**config.mk**
```make
export PLATFORM = sky130hd
export DESIGN_NAME = arbitro_somador
export DESIGN_NICKNAME = d
export VERILOG_FILES = /design/src/rtl/arbitro_somador_pkg.sv /design/src/rtl/bin2bcd_5.sv /design/src/rtl/somador_4_bits.sv /design/src/rtl/arbitro_somador.sv
export SDC_FILE = /design/constraint.sdc
export NUM_CORES = 1
export LEC_CHECK = 0
export ABC_AREA = 1
export BUFFER_PORTS_ARGS = -buffer_cell sky130_fd_sc_hd__buf_2
export CAP_MARGIN = 20
export CORE_MARGIN = 4
export CORE_UTILIZATION = 30
export CTS_BUF_LIST = sky130_fd_sc_hd__clkbuf_16
export DETAILED_ROUTE_END_ITERATION = 8
export HOLD_SLACK_MARGIN = 0.08
export PLACE_DENSITY = 0.52
export SLEW_MARGIN = 20
export SYNTH_ARGS = -nofsm -noshare
export SYNTH_HDL_FRONTEND = slang
export SYNTH_HIERARCHICAL = 1
export SYNTH_SLANG_ARGS = --single-unit
```
**constraint.sdc**
```tcl
create_clock -name clk_i -period 5.75 [get_ports clk_i]
set_clock_uncertainty 0.05 [all_clocks]
set_input_delay 1.15 -clock clk_i [delete_from_list [all_inputs] [get_ports clk_i]]
set_output_delay 1.15 -clock clk_i [all_outputs]
set_load 0.02 [all_outputs]
```
**src/rtl/arbitro_somador_pkg.sv**
```systemverilog
// arbitro_somador_pkg: shared operand width and FSM state encoding for the adder arbiter
package arbitro_somador_pkg;
  localparam int WIDTH = 4;
  typedef enum logic [1:0] {
    ST_IDLE = 2'd0,
    ST_LOAD = 2'd1,
    ST_CALC = 2'd2,
    ST_DONE = 2'd3
  } state_t;
endpackage

```
**src/rtl/bin2bcd_5.sv**
```systemverilog
// bin2bcd_5: combinational 5-bit binary (0..30) to BCD; bin_i in, dezena_o/unidade_o out
module bin2bcd_5 (
  input  logic [4:0] bin_i,
  output logic [3:0] dezena_o,
  output logic [3:0] unidade_o
);
  logic [4:0] tens;
  assign dezena_o  = bin_i >= 5'd30 ? 4'd3 : bin_i >= 5'd20 ? 4'd2 : bin_i >= 5'd10 ? 4'd1 : 4'd0;
  assign tens      = bin_i >= 5'd30 ? 5'd30 : bin_i >= 5'd20 ? 5'd20 : bin_i >= 5'd10 ? 5'd10 : 5'd0;
  assign unidade_o = 4'(bin_i - tens);
endmodule

```
**src/rtl/somador_4_bits.sv**
```systemverilog
// somador_4_bits: 4-bit ripple-carry adder; ports a_i/b_i/cin_i in, soma_o/cout_o out
module somador_4_bits (
  input  logic [3:0] a_i,
  input  logic [3:0] b_i,
  input  logic       cin_i,
  output logic [3:0] soma_o,
  output logic       cout_o
);
  logic [4:0] c;
  assign c[0] = cin_i;
  for (genvar g = 0; g < 4; g++) begin : g_fa
    assign soma_o[g] = a_i[g] ^ b_i[g] ^ c[g];
    assign c[g+1]    = (a_i[g] & b_i[g]) | (c[g] & (a_i[g] ^ b_i[g]));
  end
  assign cout_o = c[4];
endmodule

```
**src/rtl/arbitro_somador.sv**
```systemverilog
// arbitro_somador: round-robin arbiter sharing one 4-bit adder among NREQ requesters.
// Ports: clk_i, rst_ni (sync, active-low); req_i, op_a_i, op_b_i (requester i owns
// bits [i*WIDTH +: WIDTH]); grant_o, ack_o, busy_o; result_o, result_id_o, dezena_o, unidade_o.
module arbitro_somador
  import arbitro_somador_pkg::*;
#(
  parameter int NREQ = 2,
  parameter int IDW  = 1
) (
  input  logic                  clk_i,
  input  logic                  rst_ni,
  input  logic [NREQ-1:0]       req_i,
  input  logic [NREQ*WIDTH-1:0] op_a_i,
  input  logic [NREQ*WIDTH-1:0] op_b_i,
  output logic [NREQ-1:0]       grant_o,
  output logic [NREQ-1:0]       ack_o,
  output logic                  busy_o,
  output logic [WIDTH:0]        result_o,
  output logic [IDW-1:0]        result_id_o,
  output logic [3:0]            dezena_o,
  output logic [3:0]            unidade_o
);
  localparam logic [IDW:0] N = (IDW+1)'(NREQ);
  state_t           state_q, state_d;
  logic [IDW-1:0]   ptr_q, ptr_d, win_q, win_d, pick, id_q, id_d;
  logic [WIDTH-1:0] opa_q, opa_d, opb_q, opb_d, soma;
  logic [WIDTH:0]   res_q, res_d;
  logic [3:0]       dez_q, dez_d, uni_q, uni_d, dez, uni;
  logic [IDW:0]     s;
  logic             any, cout;
  somador_4_bits u_soma (.a_i(opa_q), .b_i(opb_q), .cin_i(1'b0), .soma_o(soma), .cout_o(cout));
  bin2bcd_5 u_bcd (.bin_i({cout, soma}), .dezena_o(dez), .unidade_o(uni));
  // Scan from the farthest offset down so the lowest offset from ptr is the last (winning) hit.
  always_comb begin
    pick = '0;
    any  = 1'b0;
    s    = '0;
    for (int k = NREQ - 1; k >= 0; k--) begin
      s = {1'b0, ptr_q} + (IDW+1)'(k);
      s = s >= N ? s - N : s;
      if (req_i[IDW'(s)]) begin
        pick = IDW'(s);
        any  = 1'b1;
      end
    end
  end
  always_comb begin
    state_d = state_q;
    ptr_d   = ptr_q;
    win_d   = win_q;
    opa_d   = opa_q;
    opb_d   = opb_q;
    res_d   = res_q;
    id_d    = id_q;
    dez_d   = dez_q;
    uni_d   = uni_q;
    case (state_q)
      ST_IDLE: begin
        state_d = any ? ST_LOAD : ST_IDLE;
        win_d   = any ? pick : win_q;
      end
      ST_LOAD: begin
        state_d = ST_CALC;
        for (int i = 0; i < NREQ; i++) begin
          if (win_q == IDW'(i)) begin
            opa_d = op_a_i[i*WIDTH +: WIDTH];
            opb_d = op_b_i[i*WIDTH +: WIDTH];
          end
        end
      end
      ST_CALC: begin
        state_d = ST_DONE;
        res_d   = {cout, soma};
        id_d    = win_q;
        dez_d   = dez;
        uni_d   = uni;
      end
      default: begin
        state_d = ST_IDLE;
        ptr_d   = win_q == IDW'(NREQ - 1) ? '0 : win_q + 1'b1;
      end
    endcase
  end
  always_ff @(posedge clk_i) begin
    if (!rst_ni) begin
      state_q <= ST_IDLE;
      ptr_q   <= '0;
      win_q   <= '0;
      opa_q   <= '0;
      opb_q   <= '0;
      res_q   <= '0;
      id_q    <= '0;
      dez_q   <= '0;
      uni_q   <= '0;
    end else begin
      state_q <= state_d;
      ptr_q   <= ptr_d;
      win_q   <= win_d;
      opa_q   <= opa_d;
      opb_q   <= opb_d;
      res_q   <= res_d;
      id_q    <= id_d;
      dez_q   <= dez_d;
      uni_q   <= uni_d;
    end
  end
  assign busy_o      = state_q != ST_IDLE;
  assign grant_o     = busy_o ? NREQ'(1) << win_q : '0;
  assign ack_o       = state_q == ST_DONE ? grant_o : '0;
  assign result_o    = res_q;
  assign result_id_o = id_q;
  assign dezena_o    = dez_q;
  assign unidade_o   = uni_q;
endmodule

```
## Yosys cells after proc, flatten, opt, wreduce, memory -nomap -nowiden

Cells that the tools add are included.

- Flip-flop bits (word level): 26
- Output and inout bits: 19
- Input bits: 20

- Bitwise logic cells: 17
- Order comparisons: 7
- Shift operators: 1
- Equal/unequal tests: 3
- Reductions and logical operators: 4
- Multiplexer cells: 23
- Add/sub/neg operators: 5

Operators with widths:

| cell | count |
|---|---|
| 4-bit two-way mux | 7 |
| 1-bit two-way mux | 13 |
| 5-bit >= comparator (second input constant) | 2 |
| 1-bit AND | 7 |
| 1-bit bitwise XOR | 7 |
| 2-bit one-hot mux with 3 select lines | 1 |
| 5-bit by 4-bit >= comparator with 1-bit output (second input constant) | 1 |
| 2-bit == test (second input constant) | 2 |
| 1-bit by 2-bit < comparator with 1-bit output (second input constant) | 2 |
| 2-bit two-way mux | 2 |
| 4-bit subtractor | 1 |
| 1-bit bitwise OR | 3 |
| 3-bit OR reduction | 1 |
| 1-bit by 1-bit adder with 2-bit output (second input constant) | 1 |
| 2-bit by 1-bit == test with 1-bit output (second input constant) | 1 |
| 1-bit by 2-bit >= comparator with 1-bit output (second input constant) | 1 |
| 2-bit >= comparator (second input constant) | 1 |
| 2-bit zero test | 1 |
| 2-bit AND reduction | 1 |
| 2-bit nonzero test | 1 |
| 1-bit by 1-bit left shift with 2-bit output (first input constant) | 1 |
| 1-bit subtractor (second input constant) | 2 |
| 1-bit adder (second input constant) | 1 |

## Depth between registers and ports, before layout

- Depth in word-level cells: 12
- Depth in mapped cells: 21
- Depth with buffers taken out: 21

## Cells and area by module

The synthesis kept the hierarchy.

By module, submodules not included:

| module | cells each | instances | area an instance (µm²) |
|---|---|---|---|
| arbitro_somador | 159 | 1 | 1134.8 |
| bin2bcd_5 | 25 | 1 | 147.6 |
| somador_4_bits | 14 | 1 | 117.6 |

## Least setup slack after synthesis

Ideal clock, no wire load.

- Kind: flip-flop to flip-flop
- From: reg opa_q[0]
- To: reg uni_q[3] (netlist: unidade_o[3])
- Period minus slack after synthesis: 3.048 ns
- Setup slack: 2.702 ns
- Data arrival time: 2.883 ns
- Buffers on the path: 0
- Required time: 5.584 ns
- Setup time: 0.116 ns
- Stages on the path, launching flop included: 18
- Cell sequence: dfxtp_1 > fa_1 > inv_1 > fa_1 > inv_1 > fa_1 > inv_1 > fa_1 > inv_1 > nand3_1 > o21ai_0 > ha_1 > inv_1 > fa_1 > nand2_1 > nand2_1 > nor2_1 > nor2_1

- Elaborated cells on any way between the ends: 18
- Those cells by class: add/sub: 1; order compare: 3; mux: 3; bitwise: 11

RTL lines:

| element | RTL line | RTL |
|---|---|---|
| start, declared | arbitro_somador.sv:26 | `logic [WIDTH-1:0] opa_q, opa_d, opb_q, opb_d, soma;` |
| start signal, assigned | arbitro_somador.sv:99 | `opa_q <= opa_d;` |
| 1-bit AND * (2 in a row) | somador_4_bits.sv:13 | `assign c[g+1] = (a_i[g] & b_i[g]) \| (c[g] & (a_i[g] ^ b_i[g]));` |
| 1-bit bitwise OR * | somador_4_bits.sv:13 |  |
| 1-bit AND * | somador_4_bits.sv:13 |  |
| 1-bit bitwise OR * | somador_4_bits.sv:13 |  |
| 1-bit bitwise XOR * | somador_4_bits.sv:12 | `assign soma_o[g] = a_i[g] ^ b_i[g] ^ c[g];` |
| named net soma[3] | arbitro_somador.sv:26 |  |
| 5-bit by 4-bit >= comparator with 1-bit output | bin2bcd_5.sv:9 | `assign tens = bin_i >= 5'd30 ? 5'd30 : bin_i >= 5'd20 ? 5'd20 : bin_i >= 5'd10 ? 5'd10 : 5'd0;` |
| 4-bit two-way mux (3 in a row) | bin2bcd_5.sv:9 |  |
| 4-bit subtractor * | bin2bcd_5.sv:10 | `assign unidade_o = 4'(bin_i - tens);` |
| named net uni[3] | arbitro_somador.sv:28 | `logic [3:0] dez_q, dez_d, uni_q, uni_d, dez, uni;` |
| end signal, assigned | arbitro_somador.sv:104 | `uni_q <= uni_d;` |
| end, declared | arbitro_somador.sv:28 |  |

The timed path passes the listed nets; every way through them passes the cells marked *.
A chain may end at the register's enable or synchronous reset.

## Worst setup path after layout

Same ends and word-level chain as after synthesis.

==> load_flow_metrics.sql <==
INSERT INTO impl_metrics (metric_group, metric, value, unit) VALUES
('grt', 'grt_util_overall', '9.65', '%'),
('timing', 'worst_slew_margin_relative_to_its_limit', '62.3', '%'),
('timing', 'rsz_0062_raised_after_global_routing', 'no', ''),
('synthesis', 'postSynthAreaPerCell', '7.07', 'sq um'),
('drt', 'drt_drc_violations_left', '0', ''),
('placed_design', 'port-buffer-count', '38', ''),
('timing', 'drv_slew', '0', ''),
('floorplanning', 'ioPinCount', '39', ''),
('synthesis', 'post_synth_num_cell_types', '19', ''),
('clock_network', 'post_cts_hold_buffer_count', '0', ''),
('synthesis', 'synth-adder-area-share', '11.6', '%'),
('synthesis', 'ys.warnings.count', '6', ''),
('grt', 'grt_pass1_vias', '1075', ''),
('clock_network', 'cts_tree', 'done', ''),
('grt', 'grt_first_pass_wirelength', '4.78', 'mm'),
('timing', 'finalHoldViolCount', '0', ''),
('placed_design', 'place.detailed.hpwl', '2.04', 'mm'),
('outcome', 'status', 'finished clean', ''),
('drt', 'drt_pre_antenna_iters', '4', ''),
('synthesis', 'synth_area_in_compound_gates', '8.13', '%'),
('power', 'power.switching_fraction', '41.8', '%'),
('synthesis', 'ys_top_cells_by_area', 'dfxtp_1 (37%), nor2_1 (12%), nand2_1 (9.1%)', ''),
('floorplanning', 'design.core.area', '0.00444', 'sq mm'),
('clock_network', 'clkTransAtPathRegs', '0.07', 'ns'),
('critical_path', 'critical_path_peak_fanout', '5', ''),
('synthesis', 'synthSimpleGateAreaFrac', '26.6', '%'),
('clock_network', 'clock-sinks', '26', ''),
('timing', 'max_clock_freq', '0.309', 'GHz'),
('clock_network', 'clockRootBuffer', 'clkbuf_16', ''),
('min_path', 'type_of_the_most_critical_hold_path', 'reg2reg', ''),
('layout', 'post_route_cells_drive_above_1_share', '19.9', '%'),
('layout', 'finish.net_count', '262', ''),
('clock_network', 'clock_path_buffers', '2', ''),
('critical_path', 'cp_startpoint_kind', 'register', ''),
('clock_network', 'insertion_delay', '0.26', 'ns'),
('drt', 'wirelength', '2.74', 'mm'),
('floorplanning', 'die_h', '76.3', 'um'),
('synthesis', 'synth.largest_area_cell', 'dfxtp_1', ''),
('timing', 'tightestPinTransition', '0.565', 'ns'),
('clock_network', 'cts_made_buffers', '3', ''),
('drt', 'vias', '1190', ''),
('power', 'power_leakage', '0.903', 'nW'),
('timing', 'setup_total_negative_slack', '0', 'ns'),
('synthesis', 'yosys-mux-area-fraction', '0', '%'),
('synthesis', 'dominant_combinational_cell_family_by_area_after_synthesis', 'simple AND/OR/NAND/NOR gates', ''),
('synthesis', 'synth-seq-area-share', '37.2', '%'),
('timing', 'period_needed', '3.24', 'ns'),
('critical_path', 'worst-endpoint-required', '5.89', 'ns'),
('drt', 'drt-wirelength-per-cell', '9.67', 'um'),
('layout', 'area_growth_syn_to_layout', '17.6', '%'),
('floorplanning', 'die_width', '76.3', 'um'),
('critical_path', 'worstSetupEndpointType', 'register', ''),
('job', 'cap_violations', '0', ''),
('drt', 'drt-vias-per-instance', '4.20', ''),
('synthesis', 'synth_top_cell_area_share', '37.2', '%'),
('synthesis', 'synthCells', '198', ''),
('synthesis', 'synth.ff_latch_count', '26', ''),
('power', 'internal_power', '0.451', 'mW'),
('power', 'power.share.sequential', '33.7', '%'),
('layout', 'antenna_cells_inserted', '0', ''),
('timing', 'setup_viol_count_final', '0', ''),
('floorplanning', 'start_util', '31.5', '%'),
('grt', 'antenna_found_initial', '0', ''),
('power', 'worst_ir_drop_vdd', '140', 'uV'),
('power', 'p_sw', '0.324', 'mW'),
('power', 'comb_power_share', '46.5', '%'),
('clock_network', 'cts.repair.resized', '0', ''),
('synthesis', 'post_synth_instance_area', '0.00140', 'sq mm'),
('power', 'power.density_cell_area', '471', 'mW/mm^2'),
('clock_network', 'htree_num_levels', '1', ''),
('timing', 'fin_crit_sh', '56.3', '%'),
('grt', 'global_route.overflow_total', '0', ''),
('critical_path', 'worst_ep_arrival_time', '3.38', 'ns'),
('grt', 'grt_max_degree', '18', ''),
('power', 'fin_total_pwr', '0.775', 'mW'),
('placed_design', 'finalWeightedCongestion', '0.742', ''),
('clock_network', 'postCtsSetupBuffers', '0', ''),
('floorplanning', 'floorplan.die_area', '0.00582', 'sq mm'),
('critical_path', 'critical_path_class', 'reg2reg', ''),
('power', 'power.share.clock', '19.7', '%'),
('synthesis', 'synthXorXnorAreaFrac', '0', '%'),
('floorplanning', 'rows', '24', ''),
('drt', 'drt_iter0_drc', '66', ''),
('drt', 'detail-route-antenna-nets', '0', '');
[path summary, 6_finish.rpt]
path	start	endpoint	slack [ns]	depth (start not counted)
worst max register to register	opa_q[0]	unidade_o[3]	2.51	18
worst min register to register	ptr_q	ptr_q	0.42	2
worst min-delay path	ptr_q	ptr_q	0.42	2
worst max-delay path	opa_q[0]	unidade_o[3]	2.51	18
[cells by family (layout without fill, tap and decap cells)]
family                   Yosys count  in the layout
AND/OR/NAND/NOR                   93             93
buffers and inverters             45             77
AO/OA/AOI/OAI                     22             22
flip-flops                        26             26
other                              2              3
adder cells (fa/ha/maj)           10             10
[through the flow]
stage / hold slack (ns) / setup slack (ns) / instance area, sq um / util (%) / std cells
floorplan: 0.393 / 2.70 / 1400 / - / 199
global placement: 0.407 / 2.59 / 1570 / 35.3 / 279
detailed placement: 0.411 / 2.52 / 1570 / 35.3 / 279
CTS: 0.422 / 2.49 / 1650 / 37.0 / 283
global route: 0.462 / 2.26 / 1650 / 37.0 / 283
finish: 0.420 / 2.51 / 1650 / 37.0 / 283
[state kept, by name, indices dropped and copies added (netlist names)]
name	count
opb_q	4
result_o	5
state_q	2
dezena_o	4
unidade_o	4
result_id_o	1
win_q	1
ptr_q	1
opa_q	4
[final cells by class]
type | count | area, sq um
clock buffers | 3 | 75.1
clock inverters | 1 | 3.75
fillers | 508 | 2800
inverters | 35 | 131
multi-input cells | 128 | 661
flip-flops and latches | 26 | 520
well taps | 52 | 65.1
repair buffers | 38 | 190
[layer usage]
layer | GRT usage, % | vias to the layer above | routed length [um]
met5 | 0 | - | 0
met2 | 14.6 | 40 | 1110
met3 | 3.07 | 2 | 190
met4 | 2.17 | 0 | 19
li1 | - | 650 | -
met1 | 13.4 | 498 | 1410
[worst max-delay path, cell delays in order (launching register included)]
cell and delay, ns:
dfxtp_1 0.33, fa_1 0.42, inv_1 0.08, fa_1 0.15
inv_1 0.05, fa_1 0.35, inv_1 0.07, fa_1 0.40
inv_1 0.15, nand3_1 0.09, o21ai_0 0.11, ha_1 0.19
inv_1 0.05, fa_1 0.37, inv_1 0.06, nand3_1 0.06
nand2_1 0.07, nor2_1 0.04, nor2_1 0.09
[placed cells by master (no fill, tap or decap), drive strengths merged]
cell	Yosys	routed
conb	2	3
nor2	45	45
dfxtp	26	26
clkbuf	0	3
nor3	1	1
a21oi	5	5
buf	10	38
clkinv	0	1
o21ai	17	17
nand3	12	12
ha	5	5
inv	35	35
fa	5	5
nand2	35	35
[synthesized netlist by cell type (all sizes together)]
library cell,count
inv,35
nand2,35
nand3,12
ha,5
nor3,1
fa,5
conb,2
o21ai,17
nor2,45
dfxtp,26
buf,10
a21oi,5
[power groups by stage]
stage	Combinational (mW)	Sequential, mW	Clock (mW)
2_1_floorplan	0.268	0.296	0
3_3_place_gp	0.364	0.265	0
3_5_place_dp	0.365	0.266	0
4_1_cts	0.368	0.262	0.158
5_1_grt	0.417	0.269	0.167
6_report	0.361	0.261	0.153
(Power assumes the default switching activity.)
